### src/rtl/reg_bus_arbiter_if.sv
// Register-bus handshake bundle: SPI toggle-handshake write port and local valid/ready port.
// The arbiter connects through the slave modport, requesters through the master modport.
interface reg_bus_arbiter_if #(
    parameter int AW = 2
);
    logic          spi_req_tgl;
    logic [AW-1:0] spi_addr;
    logic [7:0]    spi_wdata;
    logic          spi_ack_tgl;

    logic          loc_valid;
    logic          loc_we;
    logic [AW-1:0] loc_addr;
    logic [7:0]    loc_wdata;
    logic          loc_ready;
    logic [7:0]    loc_rdata;
    logic          loc_rvalid;

    modport slave (
        input  spi_req_tgl, spi_addr, spi_wdata,
        input  loc_valid, loc_we, loc_addr, loc_wdata,
        output spi_ack_tgl, loc_ready, loc_rdata, loc_rvalid
    );

    modport master (
        output spi_req_tgl, spi_addr, spi_wdata,
        output loc_valid, loc_we, loc_addr, loc_wdata,
        input  spi_ack_tgl, loc_ready, loc_rdata, loc_rvalid
    );
endinterface

### src/rtl/reg_bus_arbiter.sv
// Register file shared between an asynchronous SPI writer and a local clk-domain port.
// Define SPI_FIXED_PRIO_EN to let SPI win every collision instead of round-robin.
//
// state   | meaning
// IDLE    | waiting; arbitrates pending SPI write against local request
// SPI_WR  | commits held SPI write, toggles the ack
// LOC_ACC | commits local read/write, loc_ready high
module reg_bus_arbiter #(
    parameter int         NUM_REGS = 4,
    parameter int         AW       = 2,
    parameter logic [7:0] ID_VALUE = 8'h96
) (
    input  logic                    clk,
    input  logic                    rst_n,
    reg_bus_arbiter_if.slave        bus,
    output logic [8*NUM_REGS-1:0]   regs_flat_o,
    output logic                    busy_o
);

    typedef enum logic [1:0] {IDLE, SPI_WR, LOC_ACC} state_t;

    state_t        state_q, state_d;
    logic          s1_q, s2_q, s3_q;
    logic [AW-1:0] hold_addr_q;
    logic [7:0]    hold_wdata_q;
    logic          ack_q;
    logic          last_spi_q;
    logic [7:0]    rdata_q;
    logic          rvalid_q;
    logic [7:0]    regs_q [NUM_REGS];

    logic          spi_pend;
    logic          grant_spi, grant_loc, pick_spi;
    logic          wr_en;
    logic [AW-1:0] wr_addr;
    logic [7:0]    wr_data;
    logic [7:0]    rd_data;

    assign spi_pend = s2_q ^ s3_q;

    always_comb begin
        state_d   = state_q;
        grant_spi = 1'b0;
        grant_loc = 1'b0;
        pick_spi  = 1'b0;
        wr_en     = 1'b0;
        wr_addr   = hold_addr_q;
        wr_data   = hold_wdata_q;
        case (state_q)
            IDLE: begin
                if (spi_pend && bus.loc_valid) begin
`ifdef SPI_FIXED_PRIO_EN
                    pick_spi = 1'b1;
`else
                    pick_spi = ~last_spi_q;
`endif
                    grant_spi = pick_spi;
                    grant_loc = ~pick_spi;
                end else begin
                    grant_spi = spi_pend;
                    grant_loc = bus.loc_valid;
                end
                if (grant_spi) begin
                    state_d = SPI_WR;
                end else if (grant_loc) begin
                    state_d = LOC_ACC;
                end
            end
            SPI_WR: begin
                wr_en   = 1'b1;
                state_d = IDLE;
            end
            LOC_ACC: begin
                wr_en   = bus.loc_we;
                wr_addr = bus.loc_addr;
                wr_data = bus.loc_wdata;
                state_d = IDLE;
            end
            default: state_d = IDLE;
        endcase
    end

    // Unmapped addresses fall through to zero; reg 0 never matches a write below.
    always_comb begin
        rd_data = 8'h00;
        for (int i = 0; i < NUM_REGS; i++) begin
            if (bus.loc_addr == AW'(i)) begin
                rd_data = regs_q[i];
            end
        end
    end

    always_ff @(posedge clk or negedge rst_n) begin
        if (!rst_n) begin
            state_q      <= IDLE;
            s1_q         <= 1'b0;
            s2_q         <= 1'b0;
            s3_q         <= 1'b0;
            hold_addr_q  <= '0;
            hold_wdata_q <= 8'h00;
            ack_q        <= 1'b0;
            last_spi_q   <= 1'b0;
            rdata_q      <= 8'h00;
            rvalid_q     <= 1'b0;
            for (int i = 0; i < NUM_REGS; i++) begin
                regs_q[i] <= (i == 0) ? ID_VALUE : 8'h00;
            end
        end else begin
            state_q <= state_d;
            s1_q    <= bus.spi_req_tgl;
            s2_q    <= s1_q;
            // spi_addr/spi_wdata are stable from the toggle edge until the ack
            if (grant_spi) begin
                s3_q         <= s2_q;
                hold_addr_q  <= bus.spi_addr;
                hold_wdata_q <= bus.spi_wdata;
            end
            if (state_q == SPI_WR) begin
                ack_q      <= ~ack_q;
                last_spi_q <= 1'b1;
            end
            if (state_q == LOC_ACC) begin
                last_spi_q <= 1'b0;
            end
            rvalid_q <= (state_q == LOC_ACC) && !bus.loc_we;
            if ((state_q == LOC_ACC) && !bus.loc_we) begin
                rdata_q <= rd_data;
            end
            for (int i = 1; i < NUM_REGS; i++) begin
                if (wr_en && (wr_addr == AW'(i))) begin
                    regs_q[i] <= wr_data;
                end
            end
        end
    end

    for (genvar g = 0; g < NUM_REGS; g++) begin : g_flat
        assign regs_flat_o[8*g +: 8] = regs_q[g];
    end

    assign bus.spi_ack_tgl = ack_q;
    assign bus.loc_ready   = (state_q == LOC_ACC);
    assign bus.loc_rdata   = rdata_q;
    assign bus.loc_rvalid  = rvalid_q;
    assign busy_o          = (state_q != IDLE) || spi_pend;

endmodule

### src/flat_wrapper.sv
// flat-port wrapper written by rule: the top's interface ports become plain ports
module reg_bus_arbiter_flat 
#(
    parameter int         NUM_REGS = 4,
    parameter int         AW       = 2,
    parameter logic [7:0] ID_VALUE = 8'h96
)
  (clk, rst_n, regs_flat_o, busy_o, bus_spi_req_tgl, bus_spi_addr, bus_spi_wdata, bus_loc_valid, bus_loc_we, bus_loc_addr, bus_loc_wdata, bus_spi_ack_tgl, bus_loc_ready, bus_loc_rdata, bus_loc_rvalid);
  reg_bus_arbiter_if #(.AW(AW)) bus_i ();
  input  logic clk;
  input  logic rst_n;
  output logic [8*NUM_REGS-1:0] regs_flat_o;
  output logic busy_o;
  input wire logic [$bits(bus_i.spi_req_tgl)-1:0] bus_spi_req_tgl;
  input wire logic [$bits(bus_i.spi_addr)-1:0] bus_spi_addr;
  input wire logic [$bits(bus_i.spi_wdata)-1:0] bus_spi_wdata;
  input wire logic [$bits(bus_i.loc_valid)-1:0] bus_loc_valid;
  input wire logic [$bits(bus_i.loc_we)-1:0] bus_loc_we;
  input wire logic [$bits(bus_i.loc_addr)-1:0] bus_loc_addr;
  input wire logic [$bits(bus_i.loc_wdata)-1:0] bus_loc_wdata;
  output wire logic [$bits(bus_i.spi_ack_tgl)-1:0] bus_spi_ack_tgl;
  output wire logic [$bits(bus_i.loc_ready)-1:0] bus_loc_ready;
  output wire logic [$bits(bus_i.loc_rdata)-1:0] bus_loc_rdata;
  output wire logic [$bits(bus_i.loc_rvalid)-1:0] bus_loc_rvalid;
  assign bus_i.spi_req_tgl = bus_spi_req_tgl;
  assign bus_i.spi_addr = bus_spi_addr;
  assign bus_i.spi_wdata = bus_spi_wdata;
  assign bus_i.loc_valid = bus_loc_valid;
  assign bus_i.loc_we = bus_loc_we;
  assign bus_i.loc_addr = bus_loc_addr;
  assign bus_i.loc_wdata = bus_loc_wdata;
  assign bus_spi_ack_tgl = bus_i.spi_ack_tgl;
  assign bus_loc_ready = bus_i.loc_ready;
  assign bus_loc_rdata = bus_i.loc_rdata;
  assign bus_loc_rvalid = bus_i.loc_rvalid;
  reg_bus_arbiter #(.NUM_REGS(NUM_REGS), .AW(AW), .ID_VALUE(ID_VALUE)) u_core (.clk(clk), .rst_n(rst_n), .bus(bus_i), .regs_flat_o(regs_flat_o), .busy_o(busy_o));
endmodule
### config.mk
export PLATFORM = sky130hd
export DESIGN_NAME = reg_bus_arbiter_flat
export DESIGN_NICKNAME = d
export VERILOG_FILES = /design/src/rtl/reg_bus_arbiter_if.sv /design/src/rtl/reg_bus_arbiter.sv /design/src/flat_wrapper.sv
export SDC_FILE = /design/constraint.sdc
export NUM_CORES = 1
export LEC_CHECK = 0
export ABC_CLOCK_PERIOD_IN_PS = 2000
export BUFFER_PORTS_ARGS = -buffer_cell sky130_fd_sc_hd__buf_2
export CAP_MARGIN = 5
export CORE_MARGIN = 3
export CORE_UTILIZATION = 45
export DETAILED_ROUTE_END_ITERATION = 8
export GPL_TIMING_DRIVEN = 0
export PLACE_DENSITY_LB_ADDON = 0.08
export SYNTH_ARGS = -nofsm -noshare
export SYNTH_HDL_FRONTEND = slang
export SYNTH_SLANG_ARGS = --single-unit
### constraint.sdc
create_clock -name clk -period 2 [get_ports clk]
set_clock_uncertainty 0.2 [all_clocks]
set_input_delay 0.1 -clock clk [delete_from_list [all_inputs] [get_ports clk]]
set_output_delay 0.1 -clock clk [all_outputs]
set_load 0.005 [all_outputs]
==> run metrics <==
status complete, but fails checks; Post-Route WL 5400 µm; Max Clk Rate 0.483 GHz; initial drt markers 58; cell row count 25; horizontal die dimension 77.4 µm; setup repair after global routing missed its margin true; Longest Clk Path Bufs 2; maximum number of pins on one net before global-route repair 51; Antenna Cells 0; buffer cell driving the clock tree root clkbuf_8; met1 capacity usage during global routing 23.7%; Reg2Reg Depth 5; cell type with the largest total area after synthesis dfrtp_1; setup slack of the worst register-to-register path -0.07 ns; clock slew at the register clock pins of the worst setup and hold paths 0.09 ns; met3 usage in global routing 5.10%; cell-by-cell trace of the critical path ha_4, or3b_4, a211oi_4, buf_6, mux2_4; total clock buffers created by CTS 5; leading post-synthesis cells by cell area dfrtp_1 55%, mux2_2 25%, buf_4 2.9%; Hold Path Sink u_core.regs_flat_o[12]; number of antenna violations at the first check in global routing 0; count of pins over their slew limit 0; sum of buffers and inverters on the critical path 1; cell internal power dissipation 0.00302 W; layout net count 308; reported leakage power 1.58 nW; routed len/inst 15.6 µm; combinational group share of total power 48.4%; category of the worst setup path launch point flip-flop; detailed-placement wirelength estimate 3480 µm; Post-Syn Instances 171; total negative setup slack -1.04 ns; Final Wtd Congestion 0.715; first-pass GRT wire length 9030 µm; clock net sink count 50; final antenna-violating net count 0; highest-utilization routing layer at the global route stage met2; relative contribution of the clock network to total power 13.3%; clock period minus final worst setup slack 2.07 ns; warnings from Yosys 8; switching power share of the total 34.0%; count of placed standard cells in the final layout, fillers left out 347; net load switching power 0.00156 W; critical path data arrival time 2.06 ns; clock latency at the later pin of the worst-skew pair 0.30 ns; area of the core region 4820 µm²; total standard cell area after synthesis 2290 µm²; fraction of the yosys area taken by sequential cells 54.5%; critical setup path kind flip-flop to flip-flop; Relative slew margins 25.8%; core occupancy in the finished layout 67.5%; Avg Vias per Cell 4.88; standard cell with the maximum stage delay on the critical path dfrtp_2; end of the worst register-to-register path u_core.regs_flat_o[12]; failing checks negative setup slack; GR Util All Layers 19.3%; cell type group with the largest total delay on the critical path flip-flops; register bit count reported by yosys 50; top cell type's share of synthesized area 54.5%; final setup fails 24; worst ir drop on vdd 0.711 mV; Global Route met2 Usage 33.1%; area of the die 5990 µm²; kind of path behind the tightest hold check primary input to flip-flop; period utilization 103%; CTS H-tree depth 2; share of cells above drive strength 1 56.1%; height of the chip 77.4 µm; hold path startpoint bus_loc_wdata[4]; residual overflow from global routing 0; Worst Setup Slack, final -0.0697 ns; Syn-to-layout area delta 41.7%; max cap viols 0; count of distinct cell types in the synthesized netlist 24; power density over the cells 1410 nW/µm²; Starting Density 47.6%; Worst-Margin Slew 1.11 ns; input/output buffers 60; sequential group share of total power 38.3%; number of remaining DRC errors 0; synthesized area divided by synthesized cell count 13.4 µm²; Reg2Reg Launch Point u_core.state_q[1]; I/O pin count 69; required time reported for the critical path endpoint 1.99 ns; via count of the first global-routing pass 1845; number of cells on the worst hold path 3; CTS tree done; largest stage delay on the critical path 0.45 ns; number of cells after detailed placement 305; maximum net fanout on the critical path 5; via total after detailed routing 1693; detailed-router iteration count before antenna repair 4; final number of hold-violating endpoints 0; nature of the critical path endpoint flip-flop
power groups by stage:
| stage | logic (W) | registers (W) | clock network, W |
|---|---|---|---|
| after detailed placement | 0.00182 | 0.00177 | 0 |
| after floorplan | 0.00120 | 0.00173 | 0 |
| final | 0.00222 | 0.00175 | 0.000611 |
| after global placement | 0.00180 | 0.00176 | 0 |
| after CTS | 0.00218 | 0.00175 | 0.000634 |
| after global routing | 0.00242 | 0.00183 | 0.000660 |
worst min-delay path, stage by stage:
cell and delay (ns):
buf_2 0.08, mux2_2 0.18, mux2_4 0.15
cell families (layout without fill, tap and decap cells):
kind of cell               Yosys count  count (layout)  share of synthesized area, %
AOI/OAI and AO/OA                   24              24                          7.96
xor gates and xnor gates             2               2                         0.763
adders and majority gates            4               4                          2.18
buffers and inverters               18             120                          4.58
DFF                                 50              50                          54.5
muxes                               51              51                          25.0
other                                1               8                         0.163
and+or+nand+nor                     21              21                          4.80
worst max-delay path by stage:
stage / from / endpoint / slack (ns) / depth (start not counted)
6_report: u_core.state_q[1] / u_core.regs_flat_o[12] / -0.07 / 5
2_1_floorplan: u_core.state_q[1] / u_core.regs_flat_o[10] / -0.06 / 4
5_1_grt: u_core.state_q[0] / u_core.regs_flat_o[29] / -0.15 / 8
3_5_place_dp: u_core.state_q[1] / u_core.regs_flat_o[8] / -0.32 / 4
3_3_place_gp: u_core.state_q[1] / u_core.regs_flat_o[12] / -0.31 / 4
4_1_cts: u_core.state_q[1] / u_core.regs_flat_o[12] / -0.09 / 5
stage by stage:
stage	area [µm²]	hold WS [ns]	setup slack [ns]	power [W]
2_1_floorplan	2350	-0.396	-0.0564	0.00294
3_3_place_gp	2730	0.00978	-0.315	0.00355
3_5_place_dp	2730	0.0123	-0.321	0.00359
4_1_cts	3220	0.0272	-0.0869	0.00457
5_1_grt	3250	0.0394	-0.149	0.00491
6_report	3250	0.0326	-0.0697	0.00458
metal layers:
metal | wire length (µm) | part of all wire, %
met1 | 2370 | 44
met2 | 2580 | 48
met3 | 355 | 6.6
met4 | 92 | 1.7
met5 | 0 | 0
state kept, by name (all words and copies together), names as in the netlist:
signal	flops
u_core.regs_flat_o	24
u_core.bus.loc_rdata	8
u_core.hold_wdata_q	8
u_core.hold_addr_q	2
u_core.state_q	2
u_core.bus.loc_rvalid	1
u_core.bus.spi_ack_tgl	1
u_core.last_spi_q	1
u_core.s1_q	1
u_core.s2_q	1
u_core.s3_q	1
what timing repair did:
item,CTS,global route
hold buffers,20,0
endpoints found under the setup margin,24,42
buffers inserted,14,0
gates resized for setup,23,10
pin swaps,5,2
endpoints found under the hold margin,82,0
placed cells by master, fill, tap and decap left out, types with 2 or more instances in the layout:
cell	instances
buf_4	16
dfrtp_1	49
mux2_2	33
or3b_4	2
a211oi_4	3
ha_4	2
inv_1	2
inv_2	2
buf_6	6
a22oi_1	8
conb_1	8
clkbuf_8	6
nand2_1	11
ha_1	2
o21ai_0	9
nand3b_1	4
buf_2	62
dlygate4sd3_1	20
mux2_4	18
clkbuf_1	2
Yosys cell counts:
cell type	number
xor2_1	1
clkbuf_1	2
dfrtp_1	50
buf_4	9
nand2_1	11
a21oi_1	2
ha_1	4
xnor2_1	1
nor2b_1	1
conb_1	1
or3b_1	2
a211oi_2	1
a22oi_1	8
nand2b_1	1
inv_1	4
a21boi_0	1
mux2_2	51
nand3b_1	4
buf_2	3
o21ai_0	9
nor2_1	1
nand3_1	1
o31ai_1	1
a211oi_4	2
layout make-up:
type	instances	area (µm²)
Tap cell	67	83.8
Sequential cell	50	1250
Clock inverter	1	5.00
Fill cell	405	1570
Timing Repair Buffer	94	628
Buffer	14	101
Inverter	4	15.0
Multi-Input combinational cell	110	1080
Clock buffer	7	86.3
Note: power is estimated with default switching activity, not from simulation.
